==> config.mk <==
export PLATFORM = sky130hd
export DESIGN_NAME = piso_serializer_flat
export DESIGN_NICKNAME = d
export VERILOG_FILES = /design/src/rtl/piso_serializer_if.sv /design/src/rtl/piso_serializer.sv /design/src/flat_wrapper.sv
export SDC_FILE = /design/constraint.sdc
export NUM_CORES = 1
export LEC_CHECK = 0
export CORE_MARGIN = 5
export CORE_UTILIZATION = 45
export CTS_CLUSTER_SIZE = 20
export DETAILED_ROUTE_END_ITERATION = 10
export GPL_TIMING_DRIVEN = 0
export PLACE_DENSITY = 0.71
export SLEW_MARGIN = 25
export SYNTH_ARGS = -nofsm -noshare
export SYNTH_HDL_FRONTEND = slang
export SYNTH_SLANG_ARGS = --single-unit
==> constraint.sdc <==
create_clock -name clk -period 1.8 [get_ports clk]
set_input_delay 0.54 -clock clk [delete_from_list [all_inputs] [get_ports clk]]
set_output_delay 0.54 -clock clk [all_outputs]
set_load 0.05 [all_outputs]
==> src/rtl/piso_serializer_if.sv <==
// Parallel word handshake between a sender and the serializer.
interface piso_serializer_if #(
  parameter int unsigned WIDTH = 4
);
  logic [WIDTH-1:0] parallel_in;
  logic             in_valid;
  logic             in_ready;

  modport master (output parallel_in, output in_valid, input in_ready);
  modport slave  (input parallel_in, input in_valid, output in_ready);
endinterface

==> src/rtl/piso_serializer.sv <==
// Parallel-in serial-out transmitter with a 1-entry holding buffer so that
// back-to-back words leave the link as one continuous frame.
module piso_serializer #(
  parameter int unsigned WIDTH     = 4,
  parameter bit          MSB_FIRST = 1'b1
) (
  input  logic              clk,
  input  logic              rst,
  piso_serializer_if.slave  bus,
  output logic              serial_out,
  output logic              frame,
  output logic              last_bit,
  output logic              busy
);

  localparam int unsigned CNT_W = (WIDTH > 1) ? $clog2(WIDTH) : 1;
  localparam logic [CNT_W-1:0] LAST_CNT = CNT_W'(WIDTH - 1);

  typedef enum logic {IDLE, SHIFT} state_t;

  state_t           state;
  logic [CNT_W-1:0] cnt;
  logic [WIDTH-1:0] shreg;
  logic [WIDTH-1:0] hold;
  logic             hold_full;

  logic             shifter_free;
  logic             accept;
  logic             load_en;
  logic [WIDTH-1:0] load_word;

  // Bit that goes on the wire next from a given word.
  function automatic logic first_bit(input logic [WIDTH-1:0] w);
    return MSB_FIRST ? w[WIDTH-1] : w[0];
  endfunction

  function automatic logic [WIDTH-1:0] shift_word(input logic [WIDTH-1:0] w);
    return MSB_FIRST ? {w[WIDTH-2:0], 1'b0} : {1'b0, w[WIDTH-1:1]};
  endfunction

  // Shifter can take a new word on this edge: idle, or current bit is the last one.
  assign shifter_free = (state == IDLE) || (cnt == LAST_CNT);
  assign accept       = bus.in_valid && bus.in_ready;
  assign load_word    = hold_full ? hold : bus.parallel_in;
  assign load_en      = shifter_free && (hold_full || accept);

  assign bus.in_ready = !hold_full && !rst;
  assign busy         = (state == SHIFT) || hold_full;

  // shreg holds the bits still to be sent; serial_out is the bit currently on the wire.
  always_ff @(posedge clk) begin
    if (rst) begin
      state      <= IDLE;
      cnt        <= '0;
      shreg      <= '0;
      hold       <= '0;
      hold_full  <= 1'b0;
      serial_out <= 1'b0;
      frame      <= 1'b0;
      last_bit   <= 1'b0;
    end else if (load_en) begin
      state      <= SHIFT;
      cnt        <= '0;
      shreg      <= shift_word(load_word);
      serial_out <= first_bit(load_word);
      frame      <= 1'b1;
      last_bit   <= 1'b0;
      hold_full  <= 1'b0;
    end else if (state == SHIFT && !shifter_free) begin
      cnt        <= cnt + CNT_W'(1);
      shreg      <= shift_word(shreg);
      serial_out <= first_bit(shreg);
      last_bit   <= ((cnt + CNT_W'(1)) == LAST_CNT);
      if (accept) begin
        hold      <= bus.parallel_in;
        hold_full <= 1'b1;
      end
    end else begin
      state      <= IDLE;
      cnt        <= '0;
      serial_out <= 1'b0;
      frame      <= 1'b0;
      last_bit   <= 1'b0;
    end
  end

endmodule

==> src/flat_wrapper.sv <==
// flat-port wrapper written by rule: the top's interface ports become plain ports
module piso_serializer_flat 
#(
  parameter int unsigned WIDTH     = 4,
  parameter bit          MSB_FIRST = 1'b1
)
  (clk, rst, serial_out, frame, last_bit, busy, bus_parallel_in, bus_in_valid, bus_in_ready);
  piso_serializer_if #(.WIDTH(WIDTH)) bus_i ();
  input  logic clk;
  input  logic rst;
  output logic serial_out;
  output logic frame;
  output logic last_bit;
  output logic busy;
  input wire logic [$bits(bus_i.parallel_in)-1:0] bus_parallel_in;
  input wire logic [$bits(bus_i.in_valid)-1:0] bus_in_valid;
  output wire logic [$bits(bus_i.in_ready)-1:0] bus_in_ready;
  assign bus_i.parallel_in = bus_parallel_in;
  assign bus_i.in_valid = bus_in_valid;
  assign bus_in_ready = bus_i.in_ready;
  piso_serializer #(.WIDTH(WIDTH), .MSB_FIRST(MSB_FIRST)) u_core (.clk(clk), .rst(rst), .bus(bus_i), .serial_out(serial_out), .frame(frame), .last_bit(last_bit), .busy(busy));
endmodule
==> results.ini, run 1 <==
[detailed_routing]
post_drt_wl_per_cell_um=13.2
vias_per_cell=5.57
drtPass1Iterations=4
vias=518
antenna_left=0
dr.first_iter.drc_count=11
route.detailed.drc=0
wirelength_um=1230

[hold_path]
hold_end=u_core.cnt[0]
hp-start=u_core.cnt[0]
min_delay_path_depth=1
hp-class=reg2reg

[floorplan]
die_area_mm2=0.00213
rows=13
start_util_pct=46.4
io_pins=12
die_h_um=46.2
die_w_um=46.2
core_mm2=0.00127

[finish]
area_growth_pct=27.0
nets=88
multi_input_area_um2=302
drive_gt1_share_pct=15.4
n_fill_cell=128
fin_util_pct=59.0
design_area_um2=748
n_antenna_cell=0
regArea_um2=264

[flow_run]
timing.max_cap.violations=0

[status]
status=complete, no violations

[worst_setup_path]
cp_cell_sequence=buf_6, or2_4, buf_8
rrSetupSlack_ps=320
r2r_cells=5
critPathSlowestCell=dfxtp_4
critical_path_arrival_ps=1180
crit_fanout=10
critPathBufInv=2
cp_top_family=flip-flops
worstSetupStartpointType=flip-flop
rr_startpoint=u_core.cnt[0]
worst_ep_required_time_ps=1260
endpoint_kind=output pin
cpPeakStageDelay_ps=360
timing.rr.end=u_core.shreg[2]
crit_type=reg2out

[place]
dpl.hpwl_um=895
place_ws_ps=-568
place_area_um2=716
io_buffers=10
place_congestion=0.710

[timing]
tightest_slew_ps=486
period_minus_slack_ps=1720
fin_crit_sh_pct=95.5
max_freq_mhz=582
final_max_slew_viol_count=0
hold_viol_final=0
finalSetupViolations=0
setup_ws_ps=81.5
relSlewSlack_pct=67.7
finClkSkew_ps=5.28
rsz0062_at_grt=no

[clock_tree]
htree_levels=1
numClockSinks=13
cts_tree=built
cts-hold-fix-buffers=0
clkTransAtPathRegs_ps=80
clock_latency_ps=270
cts_max_path_buffers=2
cts_made_buffers=3
root_buffer=clkbuf_4

[power]
leakage_nw=0.294
p_per_area_mw_per_mm2=789
ir_drop_mv=0.556
power_mw=0.590

[grt]
grt-ovfl-total=0
grt_use_total_pct=14.6
grt_max_degree=19
grt_pass1_wl_um=2180
antenna_found_initial=0
grt_pass1_vias=500

[yosys]
syn-cell-area_um2=589
synth_top_family_by_area=simple AND/OR/NAND/NOR gates
netlist_instances=64
synth_area_per_cell_um2=9.21
synth-simple-area-share_pct=28.5
ys_seq_area_share_pct=44.2
yosysUniqueCellTypes=22
ys_seq_elements=13
synth_nets=73
synth.area.mux_share_pct=3.40
yosysWarnings=0
synth_adder_area_share_pct=4.25
synth-compound-area-share_pct=13.4
synth_xor_area_share_pct=0

-- routing by layer --
| layer | vias up | share of wire [%] | global-route usage [%] |
|---|---|---|---|
| met5 | - | 0 | 0 |
| li1 | 254 | - | - |
| met1 | 245 | 43 | 17.5 |
| met2 | 15 | 49 | 22.5 |
| met3 | 4 | 5.8 | 7.03 |
| met4 | 0 | 1.9 | 5.11 |
-- what timing repair did --
action | in CTS | in global routing
setup endpoints to repair | 5 | 2
buffers inserted | 0 | 1
endpoints found under the hold margin | 0 | 0
resized for setup | 13 | 6
-- sequential cells by signal, indices dropped and copies added (netlist names) --
name               count
u_core.hold            4
u_core.shreg           3
u_core.cnt             2
u_core.frame           1
u_core.hold_full       1
u_core.last_bit        1
u_core.serial_out      1
-- cells in the mapped netlist --
cell type,instances,area share [%]
a21oi_1,5,4.2
a32o_1,2,3.4
and2_1,1,1.1
buf_6,2,3.8
clkbuf_1,3,1.9
dfxtp_1,13,44
ha_1,2,4.2
inv_1,1,0.64
mux2i_1,2,3.4
nand2b_1,3,3.2
nand3_1,4,3.4
nand3b_1,1,1.3
nor2_1,3,1.9
nor2b_1,4,4.2
nor3_1,6,5.1
nor3b_2,1,2.1
nor4b_1,1,1.5
o21ai_0,5,4.2
o41ai_1,1,1.5
or2_2,1,1.1
or3_1,2,2.1
or3b_1,1,1.5
-- power by group --
group | switching, mW | internal, mW | total [mW] | leakage (nW)
Combinational | 0.0633 | 0.0465 | 0.110 | 0.172
Sequential | 0.00667 | 0.299 | 0.305 | 0.107
Clock | 0.0892 | 0.0859 | 0.175 | 0.0150
Total | 0.159 | 0.431 | 0.590 | 0.294
-- worst max path at each step --
stage | start | endpoint | cells past startpoint
2_1_floorplan | rst | bus_in_ready | 3
3_3_place_gp | rst | bus_in_ready | 4
3_5_place_dp | rst | bus_in_ready | 4
4_1_cts | u_core.hold_full | busy | 3
5_1_grt | u_core.frame | frame | 1
6_report | u_core.hold_full | busy | 3
-- cell usage in the layout, fill, tap and decap left out, types with 2 or more instances in the layout --
| cell type | netlist | layout |
|---|---|---|
| a21oi_1 | 5 | 5 |
| a32o_1 | 2 | 2 |
| buf_6 | 2 | 2 |
| clkbuf_1 | 3 | 3 |
| clkbuf_4 | 0 | 3 |
| clkdlybuf4s50_1 | 0 | 5 |
| dfxtp_1 | 13 | 12 |
| dlygate4sd2_1 | 0 | 3 |
| ha_1 | 2 | 2 |
| mux2i_1 | 2 | 2 |
| nand2b_1 | 3 | 3 |
| nand3_1 | 4 | 4 |
| nor2_1 | 3 | 2 |
| nor2b_1 | 4 | 4 |
| nor3_1 | 6 | 6 |
| o21ai_0 | 5 | 5 |
| or3_1 | 2 | 2 |
-- layout make-up --
class | count | share of cell area, %
Sequential cell | 13 | 35.3
Inverter | 1 | 0.502
Tap cell | 15 | 2.51
Buffer | 4 | 4.01
Multi-Input combinational cell | 45 | 40.3
Timing Repair Buffer | 11 | 13.9
Clock buffer | 4 | 3.51
-- through the flow --
step	hold slack [ps]	cells	TNS, ps
after floorplan	432	64	0
after global placement	448	89	-866
after detailed placement	456	89	-984
after CTS	467	92	0
after global routing	501	93	0
final	467	93	0
-- kinds of logic (layout without fill, tap and decap cells) --
kind of cell / Yosys count / count (layout)
AND/OR/NAND/NOR: 28 / 28
AO/OA/AOI/OAI: 13 / 13
flip-flops: 13 / 13
buffers and inverters: 6 / 20
adder cells (fa/ha/maj): 2 / 2
multiplexers: 2 / 2
Note: power is estimated with default switching activity, not from simulation.
==> run 2: changes to the inputs <==
Clock period 1.8 ns to 2.2 ns, I/O delays scaled along.
==> results.ini, run 2 (same netlist as run 1, synthesis figures left out) <==
[place]
dpl.hpwl_um=823
placed_cells=89
io_buffers=10
place_congestion=0.724
place_ws_ps=-378
place_area_um2=711

[floorplan]
start_util_pct=46.4
io_pins=12
rows=13
core_mm2=0.00127
die_area_mm2=0.00213
die_h_um=46.2
die_w_um=46.2

[worst_setup_path]
crit_type=reg2out
worst_ep_required_time_ps=1540
rr_startpoint=u_core.cnt[0]
timing.rr.end=u_core.shreg[3]
worstSetupStartpointType=flip-flop
crit_fanout=10
rrSetupSlack_ps=780
endpoint_kind=output pin
r2r_cells=5
critical_path_arrival_ps=1470

[clock_tree]
cts_max_path_buffers=2
clock_latency_ps=270
clkTransAtPathRegs_ps=70
cts_made_buffers=3
numClockSinks=13
root_buffer=clkbuf_4
htree_levels=1
cts_tree=built

[power]
p_per_area_mw_per_mm2=650
leakage_nw=0.274
ir_drop_mv=0.378
power_mw=0.477

[grt]
grt_use_total_pct=12.3
grt_max_degree=11
grt_pass1_wl_um=1880
grt-ovfl-total=0
antenna_found_initial=0
grt_pass1_vias=460

[timing]
final_max_slew_viol_count=0
rsz0062_at_grt=no
setup_ws_ps=66.5
finalSetupViolations=0
finClkSkew_ps=2.00
relSlewSlack_pct=67.0
tightest_slew_ps=493
hold_viol_final=0
fin_crit_sh_pct=97.0
max_freq_mhz=469
period_minus_slack_ps=2130

[detailed_routing]
antenna_left=0
vias=474
drtPass1Iterations=2
dr.first_iter.drc_count=11
post_drt_wl_per_cell_um=11.7
route.detailed.drc=0
vias_per_cell=5.15
wirelength_um=1070

[finish]
drive_gt1_share_pct=11.7
layout_commonest_cell=dfxtp_1
top_regs=u_core.hold (4), u_core.shreg (3), u_core.cnt (2)
final_cell_mix=dfxtp_1 (13), clkdlybuf4s50_1 (8), nor3_1 (6), o21ai_0 (5), a21oi_1 (5)
n_antenna_cell=0
design_area_um2=733
area_growth_pct=24.4
instances_no_fill=92
nets=87
fin_util_pct=57.8
largest_reg_flops=4
regMostFlops=u_core.hold

[hold_path]
min_delay_path_depth=1
hp-class=reg2reg
hp-start=u_core.cnt[0]
hold_end=u_core.cnt[0]

[status]
status=complete, no violations

[flow_run]
timing.max_cap.violations=0

==> run 2: power by group <==
group          switching, mW  internal (mW)
logic                 0.0487         0.0355
registers            0.00553          0.245
clock network         0.0715         0.0702
==> run 2: routing by layer <==
| layer | global-route usage, % | vias to the layer above | share of wire (%) |
|---|---|---|---|
| li1 | - | 250 | - |
| met1 | 15.6 | 216 | 49 |
| met2 | 19.2 | 8 | 46 |
| met3 | 5.86 | 0 | 5.0 |
| met4 | 1.70 | 0 | 0 |
| met5 | 0 | - | 0 |
==> run 2: per-stage QoR <==
stage               hold WS [ps]  TNS [ps]
floorplan                    432         0
global placement             451      -381
detailed placement           455      -378
finish                       465         0
global route                 491         0
CTS                          465         0
==> run 2: what timing repair did <==
item | CTS | global route
setup buffers | 0 | 0
endpoints found under the setup margin | 2 | 1
resized for setup | 4 | 0
hold buffers | 0 | 0
==> run 2: worst max-delay path by stage <==
stage / startpoint / end / slack [ps] / cells after the start
floorplan: rst / bus_in_ready / 140 / 3
global placement: rst / bus_in_ready / -380 / 4
detailed placement: rst / bus_in_ready / -380 / 4
CTS: rst / bus_in_ready / 40 / 4
global route: u_core.hold_full / busy / 10 / 3
finish: u_core.hold_full / busy / 70 / 3
==> run 2: worst max-delay path, cell delays in order (launching register included) <==
cell           delay (ps)
dfxtp_1               350
buf_6                 150
or2_2                 280
dlygate4sd2_1         420
==> run 2: area by class of cell <==
type / count / area, um^2
Inverter: 1 / 3.75
Tap cell: 15 / 18.8
Fill cell: 126 / 536
Multi-Input combinational cell: 45 / 294
Sequential cell: 13 / 260
Timing Repair Buffer: 10 / 100
Buffer: 4 / 30.0
Clock buffer: 4 / 26.3
==> run 3: changes to the inputs <==
Settings changed: TNS_END_PERCENT set to 100.
==> results of run 3 <==
Final layout, timing and power as in run 2 (identical DEF).
